## src/rtl/de_pipe_reg_pkg.sv

```systemverilog
// Shared instruction-type encodings, Tnew constants and the E-stage record for the D->E pipe register.
package de_pipe_reg_pkg;

   localparam logic [2:0] TYPE_R = 3'd0;
   localparam logic [2:0] TYPE_I = 3'd1;
   localparam logic [2:0] TYPE_B = 3'd2;
   localparam logic [2:0] TYPE_J = 3'd3;
   localparam logic [2:0] TYPE_L = 3'd4;
   localparam logic [2:0] TYPE_S = 3'd5;

   localparam logic [1:0] TNEW_0 = 2'd0;
   localparam logic [1:0] TNEW_1 = 2'd1;
   localparam logic [1:0] TNEW_2 = 2'd2;

   typedef struct packed {
      logic [31:0] pc;
      logic [31:0] instr;
      logic [31:0] rd1;
      logic [31:0] rd2;
      logic [31:0] ext;
      logic [4:0]  rs;
      logic [4:0]  rt;
      logic [4:0]  reg_addr;
      logic [3:0]  op_alu;
      logic [1:0]  alu_src_a;
      logic [1:0]  alu_src_b;
      logic [2:0]  load_type;
      logic [1:0]  store_type;
      logic        dm_we;
      logic        reg_write;
      logic [1:0]  reg_data_sel;
      logic [2:0]  type_instr;
      logic        type_jl;
      logic        valid;
      logic [1:0]  tnew;
   } stage_t;

endpackage

```

## src/rtl/de_tnew_gen.sv

```systemverilog
// Combinational map from instruction type to Tnew; shared with the hazard unit.
module de_tnew_gen
   import de_pipe_reg_pkg::*;
(
   input  logic [2:0] TypeInstr,
   input  logic       TypeJl,
   output logic [1:0] Tnew
);

   always_comb begin
      Tnew = TNEW_0;
      // Link jumps produce PC+8, which is ready before E, so they override the type.
      if (!TypeJl) begin
         case (TypeInstr)
            TYPE_L:         Tnew = TNEW_2;
            TYPE_R, TYPE_I: Tnew = TNEW_1;
            TYPE_B, TYPE_J,
            TYPE_S:         Tnew = TNEW_0;
            default:        Tnew = TNEW_0;
         endcase
      end
   end

endmodule

```

## src/rtl/de_pipe_reg.sv

```systemverilog
// D->E pipeline register with bubble insert, hold and Tnew capture.
// Define DE_BUBBLE_CNT_EN to build the bubble counter; otherwise bubble_cnt reads 0.
module de_pipe_reg
   import de_pipe_reg_pkg::*;
(
   input  logic        clk,
   input  logic        reset,
   input  logic        en,
   input  logic        clr,
   input  logic [31:0] D_PC,
   input  logic [31:0] D_Instr,
   input  logic [31:0] D_RD1,
   input  logic [31:0] D_RD2,
   input  logic [31:0] D_EXT,
   input  logic [4:0]  D_rs,
   input  logic [4:0]  D_rt,
   input  logic [4:0]  RegAddr,
   input  logic [3:0]  E_opALU,
   input  logic [1:0]  E_ALUsrcA,
   input  logic [1:0]  E_ALUsrcB,
   input  logic [2:0]  M_loadType,
   input  logic [1:0]  M_storeType,
   input  logic        M_DMWE,
   input  logic        W_regWrite,
   input  logic [1:0]  RegDataSel,
   input  logic [2:0]  TypeInstr,
   input  logic        TypeJl,
   output logic [31:0] E_PC,
   output logic [31:0] E_Instr,
   output logic [31:0] E_RD1,
   output logic [31:0] E_RD2,
   output logic [31:0] E_EXT,
   output logic [4:0]  E_rs,
   output logic [4:0]  E_rt,
   output logic [4:0]  E_RegAddr,
   output logic [3:0]  E_E_opALU,
   output logic [1:0]  E_E_ALUsrcA,
   output logic [1:0]  E_E_ALUsrcB,
   output logic [2:0]  E_M_loadType,
   output logic [1:0]  E_M_storeType,
   output logic        E_M_DMWE,
   output logic        E_W_regWrite,
   output logic [1:0]  E_RegDataSel,
   output logic [2:0]  E_TypeInstr,
   output logic        E_TypeJl,
   output logic        E_valid,
   output logic [1:0]  E_Tnew,
   output logic [31:0] bubble_cnt
);

   stage_t     e_q;
   logic [1:0] tnew_d;

   de_tnew_gen u_tnew (
      .TypeInstr (TypeInstr),
      .TypeJl    (TypeJl),
      .Tnew      (tnew_d)
   );

`ifdef DE_BUBBLE_CNT_EN
   logic [31:0] cnt_q;
`endif

   always_ff @(posedge clk or negedge reset) begin
      if (!reset) begin
         e_q <= '0;
`ifdef DE_BUBBLE_CNT_EN
         cnt_q <= '0;
`endif
      end else begin
         if (clr) begin
            // Bubble keeps its PC so exception/debug logic can still see where it came from.
            e_q    <= '0;
            e_q.pc <= D_PC;
         end else if (en) begin
            e_q.pc           <= D_PC;
            e_q.instr        <= D_Instr;
            e_q.rd1          <= D_RD1;
            e_q.rd2          <= D_RD2;
            e_q.ext          <= D_EXT;
            e_q.rs           <= D_rs;
            e_q.rt           <= D_rt;
            e_q.reg_addr     <= RegAddr;
            e_q.op_alu       <= E_opALU;
            e_q.alu_src_a    <= E_ALUsrcA;
            e_q.alu_src_b    <= E_ALUsrcB;
            e_q.load_type    <= M_loadType;
            e_q.store_type   <= M_storeType;
            e_q.dm_we        <= M_DMWE;
            e_q.reg_write    <= W_regWrite;
            e_q.reg_data_sel <= RegDataSel;
            e_q.type_instr   <= TypeInstr;
            e_q.type_jl      <= TypeJl;
            e_q.valid        <= 1'b1;
            e_q.tnew         <= tnew_d;
         end
`ifdef DE_BUBBLE_CNT_EN
         if (clr) cnt_q <= cnt_q + 32'd1;
`endif
      end
   end

`ifdef DE_BUBBLE_CNT_EN
   assign bubble_cnt = cnt_q;
`else
   assign bubble_cnt = 32'h0;
`endif

   assign E_PC          = e_q.pc;
   assign E_Instr       = e_q.instr;
   assign E_RD1         = e_q.rd1;
   assign E_RD2         = e_q.rd2;
   assign E_EXT         = e_q.ext;
   assign E_rs          = e_q.rs;
   assign E_rt          = e_q.rt;
   assign E_RegAddr     = e_q.reg_addr;
   assign E_E_opALU     = e_q.op_alu;
   assign E_E_ALUsrcA   = e_q.alu_src_a;
   assign E_E_ALUsrcB   = e_q.alu_src_b;
   assign E_M_loadType  = e_q.load_type;
   assign E_M_storeType = e_q.store_type;
   assign E_M_DMWE      = e_q.dm_we;
   assign E_W_regWrite  = e_q.reg_write;
   assign E_RegDataSel  = e_q.reg_data_sel;
   assign E_TypeInstr   = e_q.type_instr;
   assign E_TypeJl      = e_q.type_jl;
   assign E_valid       = e_q.valid;
   assign E_Tnew        = e_q.tnew;

endmodule

```

## config.mk

```make
export PLATFORM = sky130hd
export DESIGN_NAME = de_pipe_reg
export DESIGN_NICKNAME = d
export VERILOG_FILES = /design/src/rtl/de_pipe_reg_pkg.sv /design/src/rtl/de_tnew_gen.sv /design/src/rtl/de_pipe_reg.sv
export SDC_FILE = /design/constraint.sdc
export NUM_CORES = 1
export LEC_CHECK = 0
export ABC_AREA = 1
export BUFFER_PORTS_ARGS = -buffer_cell sky130_fd_sc_hd__buf_2
export CORE_AREA = 5 5 166 168
export DETAILED_ROUTE_END_ITERATION = 10
export DIE_AREA = 0 0 171 173
export PLACE_DENSITY = 0.58
export SKIP_CTS_REPAIR_TIMING = 1
export SYNTH_ARGS = -nofsm -noshare
export SYNTH_HDL_FRONTEND = slang
export SYNTH_SLANG_ARGS = --single-unit
```

## constraint.sdc

```tcl
create_clock -name clk -period 1.6 [get_ports clk]
set_input_delay 0 -clock clk [delete_from_list [all_inputs] [get_ports clk]]
set_output_delay 0 -clock clk [all_outputs]
set_load 0.02 [all_outputs]
```

==> results of run 1 <==
-- how the worst min path moves through the flow --
stage | start | to
6_report | reset | E_Instr[30]
5_1_grt | clr | E_PC[3]
4_1_cts | reset | E_PC[14]
3_5_place_dp | reset | E_PC[26]
3_3_place_gp | reset | E_PC[26]
2_1_floorplan | reset | E_EXT[0]
-- cells in the mapped netlist (all sizes together) --
cell      n  share of area
clkbuf    6         0.0029
nand3     2         0.0013
nand2   560           0.27
nor2      6         0.0059
buf      73          0.069
conb      1        0.00048
dfrtp   199           0.63
inv       2        0.00095
o21ai    32          0.020
-- flip-flops by register name (all words and copies together), names as in the netlist, 2 cells and up --
name and count:
E_EXT 32, E_Instr 32, E_PC 32, E_RD1 32
E_RD2 32, E_RegAddr 5, E_rs 5, E_rt 5
E_E_opALU 4, E_M_loadType 3, E_TypeInstr 3, E_E_ALUsrcA 2
E_E_ALUsrcB 2, E_M_storeType 2, E_RegDataSel 2, E_Tnew 2
-- layout make-up --
class,instances,area share
tap,335,0.0332
timing repair buffer,611,0.333
clock buffer,19,0.0343
clock inverter,13,0.0109
sequential,199,0.395
inverter,2,0.000595
multi-input combinational,632,0.193
-- per-layer routing --
metal,GRT usage,up-vias,part of all wire
met4,0.0380,0,0.021
met1,0.190,3598,0.38
met2,0.273,338,0.51
met5,0,-,0
met3,0.0532,47,0.086
li1,-,3767,-
-- kinds of logic after synthesis --
family,Yosys count,synth area share
compound gates,32,0.0203
buf+inv,81,0.0725
flops,199,0.633
other cells,1,0.000476
simple gates,568,0.274
-- power by group through the flow --
stage | Clock [uW] | Sequential [uW] | Combinational [uW]
6_report | 4190 | 5490 | 2090
5_1_grt | 4550 | 5530 | 2270
4_1_cts | 4350 | 5490 | 1720
3_5_place_dp | 0 | 5580 | 1720
3_3_place_gp | 0 | 5580 | 1700
2_1_floorplan | 0 | 5960 | 547
-- per-stage QoR --
step	util	setup WS, ps	instance area (um2)
5_1_grt	0.490	533	12600
2_1_floorplan	-	793	7990
3_5_place_dp	0.391	358	10100
3_3_place_gp	0.391	365	10100
4_1_cts	0.413	535	10600
6_report	0.490	585	12600
==> flow_summary_export.csv, run 1 <==
group,metric,value,unit
outcome,status,"finished, final reports clean",
sta,fin_crit,1020,ps
power_and_ir_drop,clock_power_share,0.356,
sta,skew,0,ps
place,dp_hpwl,17.9,mm
logic_synthesis,yosysSeqAreaShare,0.633,
logic_synthesis,syn_inst,881,
global_routing,antenna_found_initial,0,
power_and_ir_drop,switching_share,0.296,
clock_network,tritoncts,"done",
global_routing,track_usage,0.158,
logic_synthesis,synth-seq-cells,199,
sta,hold_ws,40.1,ps
clock_network,cts.path.max_buffers,2,
power_and_ir_drop,power,11800,uW
power_and_ir_drop,power_leakage,0.00731,uW
die,rows,59,
setup_path,rrSetupSlack,950,ps
clock_network,clkSinkCount,199,
layout,seqCellArea,0.00498,mm2
setup_path,arrival,1020,ps
layout,final_common_cell,"nand2_1",
min_path,hold_path_class,"in2async",
sta,finalCritPeriodShare,0.634,
layout,final_cell_mix,"nand2_1, buf_2, dfrtp_1, dlygate4sd3_1",
route,vias,7750,
die,io_pins,431,
die,die_y,173,um
die,die_w,171,um
clock_network,clkSlewWorstSetupHoldPaths,80,ps
clock_network,h-tree-depth,4,
global_routing,grt_pass1_wl,37.8,mm
die,core-area,0.0258,mm2
place,io_buffer_count,398,
sta,setup-violations-final,0,
power_and_ir_drop,seqPwrFrac,0.466,
route,ant_nets,0,
setup_path,cp-endpoint,"E_rt[1]",
layout,synthToLayoutAreaGrowth,60.3,%
logic_synthesis,synth.avg_cell_area,8.94,um2
power_and_ir_drop,peakVddDrop,0.511,mV
global_routing,grt_pass1_vias,7099,
route,wl_per_cell,14.9,um
route,wl,27.1,mm
logic_synthesis,ys_warn_count,0,
setup_path,crit_cells,1,
sta,max_freq,985,MHz
sta,drv_slew,0,
layout,nNetsFinal,1663,
power_and_ir_drop,p_comb_frac,0.178,
layout,multi_input_area,0.00244,mm2
setup_path,startpoint,"E_rt[1]",
layout,final_cell_count_no_fill,1811,
power_and_ir_drop,p_per_area,933,mW/mm2
setup_path,r2r-start,"E_PC[29]",
place,gp_congestion,0.802,
die,initial_core_util,0.306,
setup_path,crit_fanout,2,
logic_synthesis,syn-cell-area,0.00787,mm2
setup_path,critical_path.startpoint_type,"register",
sta,finalHoldViolations,0,
sta,setup_tns,0,ps
power_and_ir_drop,internal_power,8280,uW
setup_path,rr_endpoint,"E_PC[29]",
layout,diodes,0,
setup_path,cp.buffers_inverters,1,
route,drc,0,
logic_synthesis,ys_types,14,
setup_path,cp.required,1600,ps
setup_path,cpLargestDelayFamily,"flip-flops",
setup_path,crit_path_end_kind,"output port",
clock_network,cts-root-buf,"clkbuf_16",
power_and_ir_drop,switching_power,3490,uW
layout,nFillCells,2389,
setup_path,critPathKind,"reg2out",
global_routing,overflow,0,
route,viasPerCell,4.28,
global_routing,grt_max_degree,89,
die,design.die.area,0.0296,mm2
setup_path,slowest_stage,"dfrtp_1",
place,dp.cells,1582,
layout,layout-drive-gt1-share,0.302,
route,first_pass_iters,4,
setup_path,slowest_delay,420,ps
flow_run,cap_violations,0,
setup_path,r2r_cells,2,
sta,rsz0062_at_grt,"no",
clock_network,clk_latency,420,ps
route,drtIter0Drc,456,
setup_path,cp_cell_sequence,"buf_2",
clock_network,cts_made_buffers,17,
Power figures use the tool's default switching activity.
==> run 2, diff against run 1 <==
--- a/config.mk
+++ b/config.mk
@@ -10,7 +10,7 @@
 export CORE_AREA = 5 5 166 168
 export DETAILED_ROUTE_END_ITERATION = 10
 export DIE_AREA = 0 0 171 173
-export PLACE_DENSITY = 0.58
+export PLACE_DENSITY = 0.6
 export SKIP_CTS_REPAIR_TIMING = 1
 export SYNTH_ARGS = -nofsm -noshare
 export SYNTH_HDL_FRONTEND = slang
==> constraint.sdc (replaced) <==
create_clock -name clk -period 0.9 [get_ports clk]
set_input_delay 0 -clock clk [delete_from_list [all_inputs] [get_ports clk]]
set_output_delay 0 -clock clk [all_outputs]
set_load 0.02 [all_outputs]
==> flow_summary_export.csv, run 2 (same netlist as run 1, synthesis figures left out) <==
group,metric,value,unit
setup_path,crit_path_end_kind,"output port",
clock_network,clkSlewWorstSetupHoldPaths,80,ps
layout,nNetsFinal,1749,
layout,nFillCells,2039,
sta,drv_slew,0,
power_and_ir_drop,power,22400,uW
sta,rsz0062_at_grt,"yes",
clock_network,tritoncts,"done",
setup_path,cp.buffers_inverters,1,
sta,setup_ws,-86.7,ps
global_routing,grt_busiest_layer,"met2",
place,io_buffer_count,398,
power_and_ir_drop,peakVddDrop,0.970,mV
setup_path,crit_fanout,2,
route,vias,8341,
outcome,violations,"negative setup slack",
clock_network,cts_made_buffers,17,
route,drc,0,
min_path,hold_path_class,"in2reg",
clock_network,clkSinkCount,199,
layout,synthToLayoutAreaGrowth,85.4,%
die,io_pins,431,
layout,final_cell_mix,"nand2_1, dfrtp_1, buf_6, buf_2, dlygate4sd3_1",
setup_path,slowest_stage,"dfrtp_1",
route,drtIter0Drc,517,
route,first_pass_iters,5,
route,wl_per_cell,15.7,um
sta,finalCritPeriodShare,1.10,
setup_path,cp.required,900,ps
setup_path,cpLargestDelayFamily,"flip-flops",
route,wl,29.8,mm
die,core-area,0.0258,mm2
place,dp_hpwl,18.3,mm
sta,skew,0,ps
global_routing,grt_pass1_vias,7163,
setup_path,slowest_delay,420,ps
clock_network,h-tree-depth,4,
power_and_ir_drop,power_leakage,0.00801,uW
setup_path,cp_cell_sequence,"buf_6",
global_routing,antenna_found_initial,1,
global_routing,overflow,0,
outcome,status,"complete, but fails checks",
route,viasPerCell,4.39,
global_routing,track_usage,0.158,
layout,final_common_cell,"nand2_1",
setup_path,arrival,990,ps
sta,max_freq,1010,MHz
clock_network,cts-root-buf,"clkbuf_16",
die,design.die.area,0.0296,mm2
global_routing,grtUsageMet2,0.258,
clock_network,clk_latency,420,ps
sta,setup-violations-final,199,
die,die_w,171,um
sta,finalHoldViolations,0,
global_routing,grt_max_degree,43,
global_routing,grt_pass1_wl,37.7,mm
clock_network,cts.path.max_buffers,2,
die,die_y,173,um
sta,fin_crit,987,ps
route,ant_nets,0,
setup_path,critical_path.startpoint_type,"register",
place,gp_congestion,0.821,
power_and_ir_drop,p_per_area,1540,mW/mm2
die,initial_core_util,0.306,
flow_run,cap_violations,0,
place,post-place-ws,-134,ps
die,rows,59,
global_routing,grtUsageMet1,0.198,
setup_path,critPathKind,"reg2out",
global_routing,use_met3,0.0511,
layout,layout-drive-gt1-share,0.341,
-- run 2: final timing paths --
kind | start | to | slack, ps | cells after the start
worst max-delay path | E_EXT[0] | E_EXT[0] | -90 | 1
worst min-delay path | clr | E_PC[1] | 9 | 3
worst max register to register | E_Instr[10] | E_Instr[10] | 130 | 3
worst min register to register | E_RD1[9] | E_RD1[9] | 500 | 2
max in group asynchronous | reset | E_Instr[15] | 280 | 3
min in group asynchronous | reset | E_PC[9] | 70 | 2
-- run 2: stage by stage --
step                      std cells   util  hold slack (ps)  cell area, um2  setup TNS (ps)
after CTS                      1648  0.426             -520           11000          -18930
after global routing           1898  0.567             28.1           14600          -20900
after detailed placement       1616  0.404            -50.0           10400          -13350
after global placement         1616  0.404            -56.4           10400           -8580
after floorplan                 912      -             -296            7990               0
final                          1898  0.567             8.52           14600          -12310
-- run 2: worst register-to-register path: stages (launching register included) --
cell and delay, ps:
dfrtp_1 400, buf_4 140, nand2_1 60, nand2_1 60
-- run 2: where the power goes --
part           switching, uW  internal [uW]
sequential               431           9470
clock                   3810           3970
combinational           2300           2450
total                   6540          15900
-- run 2: metal layers --
metal | up-vias | wire length, um
li1 | 3936 | -
met1 | 3910 | 11300
met2 | 413 | 14600
met3 | 82 | 2720
met4 | 0 | 1150
met5 | - | 0
-- run 2: cell type report --
type	count	area, um2	area share
inverters	2	7.51	0.000514
clock inverters	14	161	0.0111
flip-flops and latches	199	4980	0.341
repair buffers	697	6160	0.422
clock buffers	18	429	0.0294
diodes	1	2.50	0.000171
multi-input cells	632	2440	0.167
well taps	335	419	0.0287
==> run 3, diff against run 2 <==
--- a/config.mk
+++ b/config.mk
@@ -7,10 +7,10 @@
 export LEC_CHECK = 0
 export ABC_AREA = 1
 export BUFFER_PORTS_ARGS = -buffer_cell sky130_fd_sc_hd__buf_2
-export CORE_AREA = 5 5 166 168
+export CORE_AREA = 5 5 164 166
 export DETAILED_ROUTE_END_ITERATION = 10
-export DIE_AREA = 0 0 171 173
-export PLACE_DENSITY = 0.6
+export DIE_AREA = 0 0 169 171
+export PLACE_DENSITY = 0.61
 export SKIP_CTS_REPAIR_TIMING = 1
 export SYNTH_ARGS = -nofsm -noshare
 export SYNTH_HDL_FRONTEND = slang
==> flow_summary_export.csv, run 3 (same netlist as run 1, synthesis figures left out) <==
group,metric,value,unit
layout,final_common_cell,"nand2_1",
sta,hold_ws,61.6,ps
global_routing,track_usage,0.161,
power_and_ir_drop,power,23000,uW
sta,finalHoldViolations,0,
setup_path,startpoint,"E_PC[24]",
layout,nFillCells,1953,
die,core-area,0.0255,mm2
setup_path,critical_path.startpoint_type,"register",
die,io_pins,431,
layout,nNetsFinal,1766,
clock_network,cts_made_buffers,17,
route,first_pass_iters,5,
layout,diodes,0,
setup_path,slowest_stage,"dfrtp_1",
route,drc,0,
route,drtIter0Drc,627,
power_and_ir_drop,clock_power_share,0.356,
outcome,violations,"negative setup slack",
die,die_w,169,um
clock_network,clkSlewWorstSetupHoldPaths,90,ps
sta,finalCritPeriodShare,1.13,
setup_path,crit_fanout,2,
sta,skew,0,ps
sta,fin_crit,1020,ps
clock_network,cts-root-buf,"clkbuf_16",
clock_network,tritoncts,"done",
route,wl_met1,11.4,mm
layout,final_cell_count_no_fill,1914,
route,wl_met3,2.56,mm
power_and_ir_drop,power_leakage,0.00814,uW
setup_path,r2r-start,"E_E_opALU[3]",
sta,setup_ws,-120,ps
layout,final_core_util,0.582,
global_routing,antenna_found_initial,0,
power_and_ir_drop,seqPwrFrac,0.432,
global_routing,grt_pass1_vias,7152,
layout,synthToLayoutAreaGrowth,88.4,%
sta,setup-violations-final,199,
clock_network,h-tree-depth,4,
flow_run,cap_violations,0,
sta,drv_slew,0,
die,design.die.area,0.0289,mm2
sta,rsz0062_at_grt,"yes",
route,dr_wl_met2,15.4,mm
global_routing,grt_max_degree,39,
outcome,status,"complete, but fails checks",
power_and_ir_drop,p_comb_frac,0.212,
setup_path,slowest_delay,430,ps
global_routing,grt_pass1_wl,37.4,mm
place,post-place-ws,-61.8,ps
route,ant_nets,0,
route,wl,30.7,mm
clock_network,cts.path.max_buffers,2,
route,wl_per_cell,16.0,um
route,viasPerCell,4.50,
layout,final_cell_mix,"nand2_1, dfrtp_1, buf_6, buf_2, dlygate4sd3_1",
global_routing,overflow,0,
min_path,hold_path_class,"in2async",
die,initial_core_util,0.309,
place,io_buffer_count,398,
die,die_y,171,um
layout,layout-drive-gt1-share,0.349,
power_and_ir_drop,peakVddDrop,0.964,mV
setup_path,crit_path_end_kind,"output port",
power_and_ir_drop,p_per_area,1550,mW/mm2
setup_path,cp.required,900,ps
setup_path,cp_cell_sequence,"buf_6",
setup_path,cpLargestDelayFamily,"flip-flops",
power_and_ir_drop,switching_power,6600,uW
power_and_ir_drop,internal_power,16400,uW
sta,max_freq,980,MHz
clock_network,clk_latency,430,ps
route,top_layer_used,"met4",
place,dp.cells,1620,
place,dp_hpwl,18.8,mm
setup_path,cp.buffers_inverters,1,
power_and_ir_drop,switching_share,0.287,
setup_path,arrival,1020,ps
place,gp_congestion,0.872,
clock_network,clkSinkCount,199,
die,rows,59,
route,vias,8615,
setup_path,critPathKind,"reg2out",
-- run 3: changes by cell type in the layout (fill, tap and decap cells not counted), sizes merged --
cell and delta:
bufinv +1, clkinvlp -1, diode -1, buf +17, clkinv -1, inv +1
-- run 3: metrics by stage --
stage	TNS [ps]	instance area, um2
after floorplan	0	7990
after global placement	-992	10500
after detailed placement	-2120	10500
after CTS	-19650	11100
after global routing	-21440	14800
final	-13300	14800
-- run 3: path summary, 6_finish.rpt --
kind	endpoint	cells past startpoint	slack [ps]
min in group clk	E_valid	3	70
max in group asynchronous	E_RD2[1]	3	300
setup / recovery	E_PC[24]	1	-120
hold reg to reg	E_E_ALUsrcB[1]	2	510
setup reg to reg	E_E_opALU[3]	3	120
hold / removal	E_PC[14]	2	60
-- run 3: power groups by stage --
stage / Sequential, uW / Clock (uW) / Combinational, uW
floorplan: 10600 / 0 / 972
global placement: 9920 / 0 / 3210
detailed placement: 9920 / 0 / 3250
CTS: 9760 / 8440 / 3250
global route: 9970 / 8770 / 5190
finish: 9920 / 8180 / 4870
-- run 3: final cells by class --
class,count,area [um2],area share
Clock buffer,18,439,0.0296
Multi-Input combinational cell,632,2440,0.164
Timing Repair Buffer,714,6350,0.428
Tap cell,335,419,0.0283
Sequential cell,199,4980,0.336
Inverter,2,7.51,0.000506
Clock inverter,14,200,0.0135
-- run 3: routing by layer --
layer,vias to the layer above,track usage
li1,3965,-
met1,4130,0.194
met2,426,0.272
met3,94,0.0534
met4,0,0.0602
met5,-,0
